===== src/rtl/systolic_feed_scheduler.sv =====
`default_nettype none
// ============================================================================
// Module      : systolic_feed_scheduler
// Description : Issues diagonally skewed read strobes to the per-row input
//               FIFOs of a systolic array (row r starts r cycles after row 0),
//               stalls the whole wavefront when any due FIFO is empty, waits
//               out the array drain and pulses done.
//               Optional macro SCHED_TIMEOUT_EN adds a consecutive-stall
//               timeout that aborts the run and raises a sticky error flag.
// Revision    : 1.0 - initial release
// ============================================================================
module systolic_feed_scheduler #(
  parameter int ROWS         = 4,
  parameter int LEN_WIDTH    = 8,
  parameter int DRAIN_CYCLES = 8,
  parameter int TIMEOUT      = 16
) (
  input  logic                 clk,
  input  logic                 reset,
  input  logic                 start,
  input  logic [LEN_WIDTH-1:0] length,
  input  logic [ROWS-1:0]      fifo_empty,
  output logic [ROWS-1:0]      fifo_read,
  output logic                 stall,
  output logic                 busy,
  output logic                 done,
  output logic                 error
);

  // Wavefront counter must hold len+ROWS-2 without wrapping.
  localparam int CW = LEN_WIDTH + $clog2(ROWS) + 1;
  localparam int DW = (DRAIN_CYCLES > 1) ? $clog2(DRAIN_CYCLES) : 1;

  localparam logic [1:0] S_IDLE   = 2'd0;
  localparam logic [1:0] S_STREAM = 2'd1;
  localparam logic [1:0] S_DRAIN  = 2'd2;
  localparam logic [1:0] S_DONE   = 2'd3;

  logic [1:0]           r_state;
  logic [1:0]           w_next_state;
  logic [LEN_WIDTH-1:0] r_len;
  logic [CW-1:0]        r_cnt;
  logic [DW-1:0]        r_dcnt;

  logic [CW-1:0]        w_len_ext;
  logic [ROWS-1:0]      w_active;
  logic                 w_stall;
  logic                 w_stream_end;
  logic                 w_drain_end;
  logic                 w_timeout;

  assign w_len_ext = CW'(r_len);

  // Which rows are inside their skewed read window, and whether any of them is starved.
  always_comb begin
    w_active = '0;
    for (int r = 0; r < ROWS; r++) begin
      w_active[r] = (r_cnt >= CW'(r)) && (r_cnt < (CW'(r) + w_len_ext));
    end
    w_stall      = (r_state == S_STREAM) && (|(w_active & fifo_empty));
    w_stream_end = (r_cnt == (w_len_ext + CW'(ROWS) - CW'(2))) && !w_stall;
    w_drain_end  = (r_dcnt == DW'(DRAIN_CYCLES - 1));
  end

`ifdef SCHED_TIMEOUT_EN
  localparam int TW = $clog2(TIMEOUT + 1);

  logic [TW-1:0] r_stall_cnt;
  logic          r_error;

  assign w_timeout = w_stall && (r_stall_cnt == TW'(TIMEOUT - 1));
  assign error     = r_error;

  // Count consecutive stalled stream cycles; latch a sticky error on abort.
  always_ff @(posedge clk or posedge reset) begin
    if (reset) begin
      r_stall_cnt <= '0;
      r_error     <= 1'b0;
    end else begin
      if (w_stall) begin
        r_stall_cnt <= r_stall_cnt + TW'(1);
      end else begin
        r_stall_cnt <= '0;
      end
      if ((r_state == S_IDLE) && start) begin
        r_error <= 1'b0;
      end else if (w_timeout) begin
        r_error <= 1'b1;
      end
    end
  end
`else
  assign w_timeout = 1'b0;
  assign error     = 1'b0;
`endif

  // State register.
  always_ff @(posedge clk or posedge reset) begin
    if (reset) begin
      r_state <= S_IDLE;
    end else begin
      r_state <= w_next_state;
    end
  end

  // Next-state decode.
  always_comb begin
    w_next_state = r_state;
    case (r_state)
      S_IDLE: begin
        if (start) begin
          w_next_state = (length == '0) ? S_DONE : S_STREAM;
        end
      end
      S_STREAM: begin
        if (w_timeout) begin
          w_next_state = S_IDLE;
        end else if (w_stream_end) begin
          w_next_state = S_DRAIN;
        end
      end
      S_DRAIN: begin
        if (w_drain_end) begin
          w_next_state = S_DONE;
        end
      end
      default: w_next_state = S_IDLE;
    endcase
  end

  // Length latch, wavefront counter and drain counter.
  always_ff @(posedge clk or posedge reset) begin
    if (reset) begin
      r_len  <= '0;
      r_cnt  <= '0;
      r_dcnt <= '0;
    end else begin
      case (r_state)
        S_IDLE: begin
          if (start) begin
            r_len  <= length;
            r_cnt  <= '0;
            r_dcnt <= '0;
          end
        end
        S_STREAM: begin
          if (!w_stall) begin
            r_cnt <= r_cnt + CW'(1);
          end
          r_dcnt <= '0;
        end
        S_DRAIN: begin
          r_dcnt <= r_dcnt + DW'(1);
        end
        default: begin
          r_dcnt <= '0;
        end
      endcase
    end
  end

  // Outputs decoded from registered state; read strobes also gated by the stall.
  always_comb begin
    fifo_read = '0;
    stall     = 1'b0;
    busy      = (r_state != S_IDLE);
    done      = (r_state == S_DONE);
    if (r_state == S_STREAM) begin
      stall     = w_stall;
      fifo_read = w_active & ~{ROWS{w_stall}};
    end
  end

endmodule
`default_nettype wire


===== config.mk =====
export PLATFORM = sky130hd
export DESIGN_NAME = systolic_feed_scheduler
export DESIGN_NICKNAME = d
export VERILOG_FILES = /design/src/rtl/systolic_feed_scheduler.sv
export SDC_FILE = /design/constraint.sdc
export NUM_CORES = 1
export LEC_CHECK = 0
export ABC_AREA = 1
export BUFFER_PORTS_ARGS = -buffer_cell sky130_fd_sc_hd__buf_2
export CAP_MARGIN = 20
export CORE_MARGIN = 2
export CORE_UTILIZATION = 40
export DETAILED_ROUTE_END_ITERATION = 12
export HOLD_SLACK_MARGIN = 0.05
export SETUP_SLACK_MARGIN = 0.1
export SLEW_MARGIN = 20
export SYNTH_ARGS = -nofsm -noshare
export SYNTH_HDL_FRONTEND = slang
export SYNTH_SLANG_ARGS = --single-unit
export TNS_END_PERCENT = 100

===== constraint.sdc =====
create_clock -name clk -period 3.4 [get_ports clk]
set_clock_uncertainty 0.15 [all_clocks]
set_input_delay 0.68 -clock clk [delete_from_list [all_inputs] [get_ports clk]]
set_output_delay 0.68 -clock clk [all_outputs]
set_load 0.05 [all_outputs]

# After elaboration in Yosys (flattened, before gate mapping)
# Index checks and enable logic that the tools add are counted.
[word_totals]
register_bits = 24
input_bits = 15
out_inout_bits = 8
word_cells = 58
[classes]
n_addsub = 7
order_cmp = 8
eq_ne = 9
n_mux = 12
bitwise_logic = 3
n_reduce_logical = 15
[op_table]
columns = ["cell", "count"]
rows = [
  ["< comparator 11 x 9 -> 1 bit", 3],
  ["greater-or-equal comparator 11 x 1 -> 1 bit (second input constant)", 2],
  ["greater-or-equal comparator 11 x 2 -> 1 bit (second input constant)", 2],
  ["two-way mux 11 bit", 2],
  ["one-hot mux 11 bit (2 select lines)", 1],
  ["adder 2 x 8 -> 9 bit (first input constant)", 2],
  ["adder 11 x 1 -> 11 bit (second input constant)", 1],
  ["equality test 11 bit", 1],
  ["< comparator 11 x 8 -> 1 bit", 1],
  ["subtractor 9 x 2 -> 10 bit (second input constant)", 1],
  ["adder 1 x 8 -> 9 bit (first input constant)", 1],
  ["adder 8 x 3 -> 9 bit (second input constant)", 1],
  ["bitwise AND 4 bit", 2],
  ["logical NOT 8 bit", 1],
  ["two-way mux 2 bit", 4],
  ["!= test 2 bit (second input constant)", 4],
  ["logical AND 1 bit", 6],
  ["one-hot mux 2 bit (3 select lines)", 1],
  ["one-hot mux 3 bit (2 select lines)", 1],
  ["AND reduction 3 bit", 2],
  ["equality test 2 bit (second input constant)", 2],
  ["two-way mux 4 bit", 1],
  ["NOT 4 bit", 1],
  ["nonzero test 2 bit", 2],
  ["9 further kinds", 9],
]

# Depth between registers and ports, before layout
[logic_depth]
word_depth = 10
ltp_mapped = 22
mapped_depth_nobuf = 20

# Worst setup path before layout
# OpenSTA, ideal clock, no wires.
[synth_path]
path_type = "reg2out"
startpoint = "register r_len[1]"
endpoint = "output fifo_read[0]"
t_arrival_ns = 2.776
required_ns = 2.570
path_slack_ns = -0.206
stages_incl_launch_ff = 17
n_path_buf = 0
cell_sequence = "dfrtp_1 > inv_1 > ha_1 > a21oi_1 > nor3_1 > xor2_1 > ha_1 > nand2_1 > nor2_2 > nand2_1 > a21oi_1 > nor2_1 > nand3_1 > nand2_2 > nor2_2 > nand2_1 > nor2_1"
[synth_between]
elab_chain_cells = 9
elab_cells_between_ends = 17
cone_classes = "3 x add/sub; 4 x order compare; 1 x mux; 3 x bitwise; 6 x reduce/logical"
[synth_lines]
columns = ["item", "line", "text"]
rows = [
  ["start: declaration", "41", "logic [LEN_WIDTH-1:0] r_len;"],
  ["start signal: assignment", "141", "r_len <= length;"],
  ["adder 1 x 8 -> 9 bit / adder 2 x 8 -> 9 bit (equally long branches)", "58", "w_active[r] = (r_cnt >= CW'(r)) && (r_cnt < (CW'(r) + w_len_ext));"],
  ["< comparator 11 x 9 -> 1 bit", "58", ""],
  ["logical AND 1 bit", "58", ""],
  ["bitwise AND 4 bit", "60", "w_stall = (r_state == S_STREAM) && (|(w_active & fifo_empty));"],
  ["OR reduction 4 bit", "60", ""],
  ["logical AND 1 bit", "60", ""],
  ["NOT 4 bit", "170", "fifo_read = w_active & ~{ROWS{w_stall}};"],
  ["bitwise AND 4 bit (*)", "170", ""],
  ["two-way mux 4 bit (*)", "168", "if (r_state == S_STREAM) begin"],
  ["end: declaration", "23", "output logic [ROWS-1:0] fifo_read,"],
]
# Every way passes the cells marked *; elsewhere a longest branch is shown, timed or not.

# Worst setup path after layout
[layout_path]
startpoint = "register r_len[2]"
endpoint = "output fifo_read[0]"
# Same word-level chain as after synthesis.

==> impl_metrics.yaml <==
die:
  floorplan.initialDensity: 0.416
  die_y_um: 85.7
  die_w_um: 85.7
  core_area_sq_um: 6420
  die-area_sq_um: 7350
  num_rows: 29
  ios: 23
worst_setup_path:
  crit_fanout: 4
  r2r_start: "r_len[2]"
  r2r_slack_ns: 0.32
  worstReg2RegEnd: "r_cnt[4]"
  cp.required_ns: 2.57
  worstSetupPathType: "reg2out"
  cp-start-kind: "register"
  r2r_cells: 20
  end_kind: "output pin"
  critical_path_arrival_ns: 2.83
global_route:
  grt_pass1_wl_um: 12000
  antenna_found_initial: 0
  grt_max_degree: 25
  gr-total-overflow: 0
  globalRouteTotalUtil: 0.208
  grt_pass1_vias: 2519
  gr-usage-met2: 0.342
  grt_busiest_layer: "met2"
  grtUsageMet3: 0.0337
  grt_util_met1: 0.284
logic_synthesis:
  synth_area_per_cell_sq_um: 6.83
  synth_area_sq_um: 2670
  yosysMostFrequentCell: "nand2_1"
  async_flop_share: 1.00
  ys.flop_type: "dfrtp_1"
  synth_nets: 453
  synth_common_cells: "nand2_1, nor2_1, ha_1"
  synth_cells: 391
  ys_seq_area_frac: 0.225
  synthTopCellsByArea: "dfrtp_1, ha_1, nand2_1"
  synth_top_area_frac: 0.225
  synth_edf_count: 0
  synth_top_area_cell: "dfrtp_1"
  synthDistinctLibCells: 28
  yosys_warnings: 0
  ys_ff_latch: 24
pwr:
  leakagePower_nw: 1.87
  p_comb_frac: 0.717
  p_per_area_nw_per_um2: 737
  fin_total_pwr_w: 0.00243
  p_int_w: 0.00120
  switching_share: 0.506
  p_clk_frac: 0.108
  p_switching_w: 0.00123
  ir_drop_mv: 0.584
  seqPwrFrac: 0.176
cts:
  clk_pin_slew_ns: 0.10
  numCtsBuffers: 3
  htree_num_levels: 1
  cts_hold_buffers: 0
  cts_tree: "yes"
  clockBufferDepth: 2
  cts_sinks: 24
  root_buffer: "clkbuf_8"
  clk_latency_ns: 0.28
routing:
  drtIter0Drc: 94
  drcViolationCount: 2
  first_pass_iters: 9
  antenna_left: 0
  vias_per_cell: 4.98
  wl_per_cell_um: 13.6
  drt-total-wl_um: 7040
  vias: 2573
sta:
  fin_crit_ns: 3.66
  period_share: 1.08
  setup_viol: 5
  fmax_mhz: 273
  report.final.hold_viol_count: 0
  fin_ws_ns: -0.259
  maxSlewViolCount: 0
  rsz0062_at_grt: "true"
final_layout:
  drive_above_1_share: 0.195
  fin_nets: 503
  layout.cells.non_filler: 517
  final_util: 0.514
  diodes: 0
  syn2layout_area_growth_pct: 23.5
run:
  cap_violations: 0
worst_hold_path:
  hp-class: "in2async"
placement:
  dp_hpwl_um: 5550
  dpl.cell_count: 508
  io_buffers: 21
  place_ws_ns: -0.136
  gp_congestion: 0.897
outcome:
  violations: "design-rule violations, negative setup slack"
  status: "complete, but fails checks"
==> final cells by class <==
type,instances,area (sq um)
Inverter,51,193
Clock buffer,3,41.3
Sequential cell,24,602
Timing Repair Buffer,52,395
Multi-Input combinational cell,309,1940
Fill cell,631,3120
Clock inverter,1,30.0
Tap cell,77,96.3
==> worst max-delay path, stage by stage, from the launching register on <==
cell and delay, ns:
dfrtp_1 0.42, buf_6 0.13, ha_4 0.15, a21oi_4 0.16
nor2_2 0.08, xor2_2 0.19, ha_1 0.29, nand2_1 0.07
nor2_1 0.11, nand2_1 0.08, a21oi_2 0.12, nor2_2 0.06
nand3_1 0.09, nand2_2 0.09, nor2_4 0.12, nand2_4 0.12
nor2_4 0.13, buf_8 0.15
==> metrics by stage <==
step | hold WS (ns) | TNS (ns) | instance area, sq um
2_1_floorplan | 0.307 | 0 | 2710
3_3_place_gp | 0.325 | -0.172 | 3070
3_5_place_dp | 0.336 | -0.478 | 3070
4_1_cts | 0.359 | -1.04 | 3240
5_1_grt | 0.279 | -2.04 | 3300
6_report | 0.240 | -1.26 | 3300
==> routing by layer <==
layer	vias up	routed length, um
li1	1349	-
met1	1151	3420
met2	63	3130
met3	10	362
met4	0	125
met5	-	0
==> cell families after synthesis <==
kind of cell | count (synthesis) | share of synthesized area
simple gates | 210 | 0.339
other cells | 1 | 0.00140
flops | 24 | 0.225
fa+ha+maj | 47 | 0.220
xor+xnor | 20 | 0.0656
compound gates | 31 | 0.0628
buf+inv | 58 | 0.0862
==> placed cells by master, fill, tap and decap left out <==
cell type / n
nor4_1: 3
nand2_2: 2
dfrtp_1: 23
nor3b_1: 3
ha_1: 45
buf_2: 16
xor2_1: 18
clkinv_2: 1
buf_8: 4
buf_6: 4
a21oi_2: 1
bufinv_16: 1
inv_1: 44
o21ai_4: 1
xor2_2: 1
nand3_1: 16
inv_2: 4
clkinv_1: 2
clkbuf_8: 3
nand4_1: 14
nor2_1: 45
ha_2: 1
o21ai_0: 6
a31oi_1: 1
dfrtp_2: 1
nand2_4: 3
conb_1: 1
nand3b_1: 2
a21oi_1: 21
nor2_2: 6
buf_4: 28
nor3_1: 4
ha_4: 1
nand2_1: 105
nor3_2: 1
xnor2_1: 1
nor2_4: 6
a21oi_4: 1
==> how the worst max path moves through the flow <==
stage / slack (ns) / from / to
detailed placement: -0.14 / r_len[1] / fifo_read[0]
CTS: -0.22 / r_len[2] / fifo_read[0]
floorplan: 0.13 / r_len[1] / fifo_read[0]
finish: -0.26 / r_len[2] / fifo_read[0]
global route: -0.42 / r_len[2] / fifo_read[0]
global placement: -0.07 / r_len[1] / fifo_read[0]
==> flip-flops by register name, indices dropped and copies added, names as in the netlist <==
register	flops
r_cnt	11
r_len	8
r_dcnt	3
r_state	2
==> power by group through the flow <==
stage	Sequential, W	Combinational, W	Clock (W)
global placement	0.000432	0.00158	0
detailed placement	0.000434	0.00160	0
CTS	0.000430	0.00168	0.000264
finish	0.000427	0.00174	0.000261
floorplan	0.000424	0.00112	0
global route	0.000440	0.00196	0.000277
==> repair_timing <==
| item | 4_1_cts | 5_1_grt |
|---|---|---|
| pin swaps | 13 | 4 |
| resized for setup | 26 | 6 |
| setup endpoints to repair | 5 | 8 |
| endpoints found under the hold margin | 0 | 0 |
| setup buffers | 1 | 3 |
Note: power is estimated with default switching activity, not from simulation.
